File: src/rtl/seq_div_pkg.sv
// Shared types and sizing for the sequential restoring divider.
// SEQ_DIVIDER_SIGNED_EN adds the FIX state and two's-complement handling.
package seq_div_pkg;
  localparam int WIDTH      = 8;
  localparam int ITERATIONS = 8;

  typedef enum logic [2:0] {
    S_IDLE,
    S_LOAD,
    S_SHIFT,
    S_TRIAL,
`ifdef SEQ_DIVIDER_SIGNED_EN
    S_FIX,
`endif
    S_DONE,
    S_WAIT_REL
  } state_t;

  // Magnitude of a two's-complement operand; 8'h80 maps to 128, which still fits unsigned.
  function automatic logic [WIDTH-1:0] mag(input logic [WIDTH-1:0] v);
    return v[WIDTH-1] ? (~v + 1'b1) : v;
  endfunction
endpackage

File: src/rtl/div_step.sv
// One restoring-division trial: compares the partial remainder against the divisor.
module div_step
  import seq_div_pkg::*;
(
  input  logic [WIDTH:0]   a,
  input  logic [WIDTH-1:0] d,
  output logic [WIDTH:0]   diff,
  output logic             ge
);
  // Partial remainder can reach 2*D-1, hence the extra bit on a and diff.
  always_comb begin
    diff = a - {1'b0, d};
    ge   = (a >= {1'b0, d});
  end
endmodule

File: src/rtl/seq_divider.sv
// Sequential shift/subtract divider, one quotient bit per SHIFT+TRIAL pair.
// Optional SEQ_DIVIDER_SIGNED_EN: two's-complement operands, results fixed up in FIX.
module seq_divider
  import seq_div_pkg::*;
(
  input  logic             Clk,
  input  logic             Reset,
  input  logic             Run,
  input  logic [WIDTH-1:0] Dividend,
  input  logic [WIDTH-1:0] Divisor,
  output logic [WIDTH-1:0] Quotient,
  output logic [WIDTH-1:0] Remainder,
  output logic             Busy,
  output logic             Done,
  output logic             DivByZero
);
  localparam logic [3:0] LAST_ITER = 4'(ITERATIONS - 1);

  state_t           state, state_nxt;
  logic [WIDTH:0]   a;
  logic [WIDTH-1:0] q, d;
  logic [3:0]       cnt;
  logic [WIDTH:0]   diff;
  logic             ge;
  logic [WIDTH-1:0] q_fin, r_fin;
`ifdef SEQ_DIVIDER_SIGNED_EN
  logic             neg_dvd, neg_dvs;
`endif

  div_step u_step (.a(a), .d(d), .diff(diff), .ge(ge));

  // State register
  always_ff @(posedge Clk) begin
    if (Reset) state <= S_IDLE;
    else       state <= state_nxt;
  end

  // Next-state logic; Run only matters in IDLE and WAIT_REL
  always_comb begin
    state_nxt = state;
    case (state)
      S_IDLE:     if (Run) state_nxt = S_LOAD;
      S_LOAD:     state_nxt = (Divisor == '0) ? S_DONE : S_SHIFT;
      S_SHIFT:    state_nxt = S_TRIAL;
`ifdef SEQ_DIVIDER_SIGNED_EN
      S_TRIAL:    state_nxt = (cnt == LAST_ITER) ? S_FIX : S_SHIFT;
      S_FIX:      state_nxt = S_DONE;
`else
      S_TRIAL:    state_nxt = (cnt == LAST_ITER) ? S_DONE : S_SHIFT;
`endif
      S_DONE:     state_nxt = S_WAIT_REL;
      S_WAIT_REL: if (!Run) state_nxt = S_IDLE;
      default:    state_nxt = S_IDLE;
    endcase
  end

  // Outputs decoded from state
  always_comb begin
    Busy = 1'b0;
    Done = 1'b0;
    case (state)
      S_LOAD, S_SHIFT, S_TRIAL: Busy = 1'b1;
`ifdef SEQ_DIVIDER_SIGNED_EN
      S_FIX:                    Busy = 1'b1;
`endif
      S_DONE:                   Done = 1'b1;
      default: ;
    endcase
  end

  // Result to write on the edge entering DONE, so outputs are valid while Done is high
  always_comb begin
    q_fin = q;
    r_fin = a[WIDTH-1:0];
    case (state)
      S_LOAD: begin
        q_fin = '1;
        r_fin = Dividend;
      end
      S_TRIAL: begin
        q_fin = {q[WIDTH-1:1], ge};
        r_fin = ge ? diff[WIDTH-1:0] : a[WIDTH-1:0];
      end
`ifdef SEQ_DIVIDER_SIGNED_EN
      S_FIX: begin
        q_fin = (neg_dvd ^ neg_dvs) ? (~q + 1'b1) : q;
        r_fin = neg_dvd ? (~a[WIDTH-1:0] + 1'b1) : a[WIDTH-1:0];
      end
`endif
      default: ;
    endcase
  end

  // Datapath and result registers
  always_ff @(posedge Clk) begin
    if (Reset) begin
      a         <= '0;
      q         <= '0;
      d         <= '0;
      cnt       <= '0;
      Quotient  <= '0;
      Remainder <= '0;
      DivByZero <= 1'b0;
`ifdef SEQ_DIVIDER_SIGNED_EN
      neg_dvd   <= 1'b0;
      neg_dvs   <= 1'b0;
`endif
    end else begin
      case (state)
        S_LOAD: begin
          a         <= '0;
          cnt       <= '0;
          // Set here for the zero-divisor case (which goes straight to DONE), cleared otherwise
          DivByZero <= (Divisor == '0);
`ifdef SEQ_DIVIDER_SIGNED_EN
          q         <= mag(Dividend);
          d         <= mag(Divisor);
          neg_dvd   <= Dividend[WIDTH-1];
          neg_dvs   <= Divisor[WIDTH-1];
`else
          q         <= Dividend;
          d         <= Divisor;
`endif
        end
        S_SHIFT: {a, q} <= {a[WIDTH-1:0], q, 1'b0};
        S_TRIAL: begin
          if (ge) begin
            a    <= diff;
            q[0] <= 1'b1;
          end
          cnt <= cnt + 1'b1;
        end
        default: ;
      endcase
      if (state_nxt == S_DONE) begin
        Quotient  <= q_fin;
        Remainder <= r_fin;
      end
    end
  end
endmodule

File: config.mk
export PLATFORM = sky130hd
export DESIGN_NAME = seq_divider
export DESIGN_NICKNAME = d
export VERILOG_FILES = /design/src/rtl/seq_div_pkg.sv /design/src/rtl/div_step.sv /design/src/rtl/seq_divider.sv
export SDC_FILE = /design/constraint.sdc
export NUM_CORES = 1
export LEC_CHECK = 0
export BUFFER_PORTS_ARGS = -buffer_cell sky130_fd_sc_hd__buf_2
export CORE_ASPECT_RATIO = 1.2
export CORE_UTILIZATION = 48
export CTS_BUF_LIST = sky130_fd_sc_hd__clkbuf_8
export CTS_CLUSTER_DIAMETER = 100
export DETAILED_ROUTE_END_ITERATION = 16
export GPL_ROUTABILITY_DRIVEN = 0
export MAX_ROUTING_LAYER = met4
export PLACE_DENSITY_LB_ADDON = 0.15
export SYNTH_ARGS = -nofsm -noshare
export SYNTH_HDL_FRONTEND = slang
export SYNTH_SLANG_ARGS = --single-unit
export TNS_END_PERCENT = 10
File: constraint.sdc
create_clock -name Clk -period 3.1 [get_ports Clk]
set_input_delay 0.31 -clock Clk [delete_from_list [all_inputs] [get_ports Clk]]
set_output_delay 0.31 -clock Clk [all_outputs]
set_load 0.1 [all_outputs]
==> summary.txt, run 1 <==
Outcome
  – Status: finished with violations
  – Failing checks: DRC

Clock network
  – Clock-pin slew on the worst setup and hold paths: ~100 ps
  – CTS max path bufs: 2
  – Clk_lat worst skew: about 310 ps
  – Post-CTS resize count: 0
  – CTS sink count: roughly 50
  – Num CTS Buffers: 5
  – Root Driver: clkbuf_8
  – Post-CTS Setup Bufs: 0
  – CTS tree: built
  – Hold Buf Count CTS: 0
  – H-tree depth: 2

Timing
  – Worst slew margin: 0.479
  – Endpoints failing setup: 0
  – Final worst-path cycle share: 0.791
  – Setup Skew: around 9.4 ps
  – Min Tclk post-route: between 2000 and 2500 ps
  – Slew Limit Fails: 0
  – Fin. Hold Viols: 0
  – Worst-margin pin slew: between 700 and 800 ps
  – RSZ-0062 raised after global routing: false
  – Max Clock Freq: between 400 and 500 MHz
  – Total negative setup slack: 0 ps
  – Final setup margin: roughly 650 ps

Finish
  – Synth-to-Final Area Change: 12.3%
  – Share of cells above drive strength 1: 0.195
  – Final-stage net count: 403
  – Antenna Cells: 0
  – Fillcell total: approximately 530
  – Util after Layout: 0.573
  – Finished Layout Cells: between 400 and 500

Pwr
  – Max rail drop VDD: 303 uV
  – Lkg Pwr: ~1.2 nW
  – Post-route total power: approximately 1.7 mW
  – Cell Pwr Density: roughly 540 nW/um2

Setup path
  – Crit Path Max Fanout: 14
  – Critical Path RT: ~3300 ps
  – WP data arrival: ~2700 ps
  – Critical setup path kind: flop to flop
  – Crit start category: flop
  – Critical Path Sink Type: flop

Synth
  – Top_reg_cell synth: dfxtp_1
  – Yosys cell types: slightly above 60
  – Post-Synthesis Cells: 343
  – FF+latch count, synth: around 50
  – Asr flop ratio synth: 0
  – Register area share after synthesis: 0.355
  – Post-Syn Nets: around 370
  – Post-Syn Area: roughly 2800 um2
  – Avg Inst Size Synth: a little over 8 um2
  – Post-synth EDFFs: 0
  – Yosys warning total: 0

Global routing
  – Vias in the first global route: around 2500
  – Largest net degree at the start of global routing: 32
  – Antenna violations before repair: 0
  – First-pass GRT wire length: about 12 mm
  – Gr usage total: 0.265
  – Total gr overflow: 0

Drt
  – Drt wl/cell: about 17 um
  – Vias per Instance: 6.08
  – Iter 0 DRT Violations: about 290
  – 1st-pass router iterations: 10
  – Routed Antenna Nets: 0
  – DRT Wirelength: 7.33 mm
  – Remaining DRCs: 3
  – Vias: 2656

Floorplan
  – Io pins: 38
  – Cell row count: 29
  – Initial Util: 0.511
  – Core area: ~5400 um2
  – Height of the die: around 85 um
  – Chip width: 71.2 um
  – Die area: approximately 6100 um2

Job
  – Max Cap Viol: 0

Place
  – Hpwl dp: ~5.3 mm
  – Pre-CTS WS: 677 ps
  – Port bufs: 37
  – Post-placement cell count: between 400 and 500

Hold path
  – Worst Hold Class: primary input to flop
==> layout make-up <==
type | count | area (um2) | area share
flip-flops and latches | 49 | 981 | 0.317
clock buffers | 5 | 68.8 | 0.0222
repair buffers | 44 | 238 | 0.0767
inverters | 18 | 67.6 | 0.0218
clock inverters | 3 | 43.8 | 0.0141
well taps | 62 | 77.6 | 0.0250
multi-input cells | 256 | 1620 | 0.524
==> sequential cells by signal, indices dropped and copies added, names as in the netlist <==
register and count:
d 8, Quotient 8, DivByZero 1, cnt 4, state 3, q 8
Remainder 8, a 9
==> layer usage <==
layer,wire length [um],track usage,part of all wire,up-vias
li1,-,-,-,1322
met1,3340,0.353,0.46,1238
met2,3510,0.414,0.48,82
met3,358,0.0368,0.049,14
met4,123,0.0836,0.017,0
met5,0,-,0,-
==> final timing paths <==
check,endpoint,from,depth (start not counted),slack (ps)
max,Remainder[3]$_SDFFE_PP0N_,state[0]$_SDFF_PP0_,7,650
min,d[4]$_SDFFE_PP0P_,Divisor[4],3,240
max reg2reg,Remainder[3]$_SDFFE_PP0N_,state[0]$_SDFF_PP0_,7,650
min reg2reg,d[4]$_SDFFE_PP0P_,d[4]$_SDFFE_PP0P_,2,470
==> through the flow <==
stage               cell area, um2  hold WS, ps
finish                        3100          245
global route                  3100          259
CTS                           3100          240
detailed placement            2990          453
global placement              2990          445
floorplan                     2760          436
==> kinds of logic after synthesis <==
kind of cell / share of synthesized area
and+or+nand+nor: 0.241
AOI/OAI and AO/OA: 0.286
DFF: 0.355
muxes: 0.00363
xor gates and xnor gates: 0.00952
adders and majority gates: 0.0481
buffers and inverters: 0.0567
==> cells in the final DEF, fill, tap and decap left out, types with 7 or more instances in the layout <==
cell type and n:
a211oi_1 10, a21oi_1 36, a22oi_1 10, a311oi_1 9, buf_2 37, buf_4 7
dfxtp_1 49, ha_1 9, inv_1 16, nand2_1 34, nand3_1 13, nor2_1 39
nor3_1 12, nor4_1 9, o21ai_0 10
==> power by group <==
part / total, mW / internal (mW) / leakage, nW / switching (mW)
clock network: 0.472 / 0.242 / 0.0585 / 0.230
registers: 0.691 / 0.657 / 0.398 / 0.0338
logic: 0.517 / 0.187 / 0.720 / 0.330
==> cell usage after synthesis (2+ instances only) <==
master / number / share of area
o2111ai_1: 2 / 0.0063
a22oi_1: 10 / 0.027
buf_4: 2 / 0.0054
o211ai_1: 3 / 0.0082
nor3_1: 12 / 0.022
ha_1: 9 / 0.041
a21o_1: 2 / 0.0054
a2111oi_2: 2 / 0.011
buf_2: 5 / 0.0091
o21a_1: 2 / 0.0054
nor2_1: 39 / 0.053
and2_1: 2 / 0.0045
o21ai_1: 3 / 0.0054
a31oi_1: 2 / 0.0045
nand2_1: 34 / 0.046
nand3_1: 13 / 0.024
clkbuf_1: 12 / 0.016
inv_1: 16 / 0.022
a211oi_1: 10 / 0.027
nor4_1: 9 / 0.020
xnor2_1: 3 / 0.0095
a21oi_1: 36 / 0.065
inv_2: 2 / 0.0027
nor3b_1: 2 / 0.0054
a311oi_1: 9 / 0.029
nand4_1: 2 / 0.0045
and3_1: 3 / 0.0068
dfxtp_1: 49 / 0.36
o211a_1: 2 / 0.0073
nand3b_1: 3 / 0.0082
o21ai_0: 10 / 0.018
nor2_2: 3 / 0.0068
==> worst max-delay path, stage by stage (launching register included) <==
cell and delay [ps]:
dfxtp_1 620, nand4b_2 350, or2_1 320, o21a_1 190
nor2_2 330, buf_4 280, nor2_1 60, a311oi_1 230
Power figures use the tool's default switching activity.
==> run 2, diff against run 1 <==
- clock period: 3.1 -> 2.5 ns (I/O delays scaled with it)
==> run 2 against run 1 <==
Net effect:
- the flow still finishes with violations (DRC)
- utilization increased by 1.9 points
- worst hold slack got worse by 64 ps
- sequential share of layout area decreased by 0.98 points
- via count increased by 3.8%
- die area unchanged
- critical endpoint is now Remainder[2]$_SDFFE_PP0N_
- highest routed layer unchanged
==> summary.txt, run 2 (synthesized netlist as in run 1, its figures left out) <==
Floorplan
  – Die area: slightly above 6000 um2
  – Initial Util: 0.511
  – Height of the die: 85.1 um
  – Chip width: just over 70 um
  – Core area: between 5000 and 6000 um2
  – Io pins: 38
  – Cell row count: 29

Pwr
  – Sw frac: 0.375
  – Clock network power share: 0.249
  – Cell Pwr Density: roughly 640 nW/um2
  – Net load switching power: 0.768 mW
  – Lkg Pwr: about 1.2 nW
  – Internal power: ~1.3 mW
  – Combinational Power Share: 0.334
  – Max rail drop VDD: between 300 and 400 uV
  – Post-route total power: around 2.1 mW
  – Seq pwr share: 0.417

Clock network
  – Clock-pin slew on the worst setup and hold paths: around 110 ps
  – CTS sink count: 49
  – Clk_lat worst skew: around 320 ps
  – CTS max path bufs: 2
  – Root Driver: clkbuf_8
  – Num CTS Buffers: 5
  – H-tree depth: 2
  – CTS tree: built

Drt
  – Vias: between 2000 and 3000
  – Vias per Instance: about 6
  – Routed Antenna Nets: 0
  – 1st-pass router iterations: 11
  – Remaining DRCs: 2
  – Drt wl/cell: around 16 um
  – Iter 0 DRT Violations: ~250
  – DRT Wirelength: 7.29 mm

Timing
  – Worst-margin pin slew: between 800 and 900 ps
  – Slew Limit Fails: 0
  – Min Tclk post-route: approximately 2400 ps
  – Final worst-path cycle share: 0.943
  – Endpoints failing setup: 0
  – Total negative setup slack: 0 ps
  – Fin. Hold Viols: 0
  – Max Clock Freq: 424 MHz
  – Setup Skew: approximately 9.9 ps
  – Fin Hold WS: approximately 180 ps
  – Worst slew margin: 0.411
  – RSZ-0062 raised after global routing: false
  – Final setup margin: about 140 ps

Place
  – Hpwl dp: around 5.3 mm
  – Cell Area, Placed: 3050 um2
  – Port bufs: 37
  – Pre-CTS WS: ~120 ps
  – Post-placement cell count: roughly 440

Setup path
  – Critical setup path kind: flop to flop
  – Crit-path cells: ha_1 > nor2b_4 > o31a_4 > o311a_4 > nor2_2 > nand3_1 > a311oi_1
  – Worst Path Buf+Inv: 0
  – Crit Path Max Fanout: 6
  – WP data arrival: approximately 2600 ps
  – Critical Path RT: 2720 ps
  – Reg2Reg Depth: 7
  – Max incr delay on CP: 460 ps
  – Critical Path Sink Type: flop
  – Top Family by Delay on Critical Path: compound AO/OA/AOI/OAI gates
  – Crit start category: flop
  – CP max-delay cell: dfxtp_1
  – Crit path depth: 7

Finish
  – Antenna Cells: 0
  – Share of cells above drive strength 1: 0.235
  – Fillcell total: 509
  – Commonest non-fill, non-tap cell in the layout: dfxtp_1
  – Largest register by flop count: a
  – Final-stage net count: about 420
  – Max reg flops: 9
  – Synth-to-Final Area Change: 16.0%
  – Storage cell area: between 900 and 1000 um2
  – Multi-input gate area: 1640 um2
  – Util after Layout: 0.592
  – Commonest non-fill, non-tap cells in the layout: 48 x dfxtp_1, 39 x nor2_1, 37 x buf_2
  – Design area: 3200 um2
  – Finished Layout Cells: 450

Global routing
  – Gr usage total: 0.266
  – Antenna violations before repair: 0
  – Largest net degree at the start of global routing: 48
  – Total gr overflow: 0
  – Vias in the first global route: ~2700
  – First-pass GRT wire length: about 13 mm

Outcome
  – Failing checks: DRC
  – Status: finished with violations

Hold path
  – Worst hold path cell count: 3
  – Worst Hold Class: primary input to flop

Job
  – Max Cap Viol: 0
[run 2: worst paths after layout]
check,from,to,slack (ps)
hold / removal,Divisor[7],d[7]$_SDFFE_PP0P_,180
setup reg to reg,a[1]$_SDFFE_PP0P_,Remainder[2]$_SDFFE_PP0N_,140
hold reg to reg,d[1]$_SDFFE_PP0P_,d[1]$_SDFFE_PP0P_,460
setup / recovery,a[1]$_SDFFE_PP0P_,Remainder[2]$_SDFFE_PP0N_,140
[run 2: power groups by stage]
stage          sequential [mW]  combinational (mW)  clock, mW
2_1_floorplan            0.859               0.497          0
3_3_place_gp             0.872               0.626          0
3_5_place_dp             0.872               0.635          0
4_1_cts                  0.854               0.637      0.521
5_1_grt                  0.861               0.745      0.551
6_report                 0.856               0.684      0.511
[run 2: final cells by class]
type                    count  share of cell area
multi-input cells         256               0.513
flip-flops and latches     49               0.307
repair buffers             57               0.105
well taps                  62              0.0242
clock buffers               5              0.0215
inverters                  18              0.0211
clock inverters             3             0.00821
[run 2: tightest hold or removal path: cells and delay by family]
family / cells / cell delay (ps)
AOI/OAI and AO/OA: 1 / 50
and+or+nand+nor: 1 / 50
buffers and inverters: 1 / 100
[run 2: routing by layer]
layer  vias to the layer above  share of wire  track usage  wire (um)
met1                      1307           0.44        0.340       3240
li1                       1344              -            -          -
met5                         -              0            -          0
met3                        17          0.051       0.0428        374
met4                         0          0.022       0.0982        163
met2                        89           0.48        0.423       3510
[run 2: repair_timing]
item | in CTS | in global routing
gates resized for setup | 0 | 5
hold buffers | 0 | 0
hold endpoints to repair | 0 | 0
buffers inserted | 0 | 5
endpoints found under the setup margin | 0 | 1
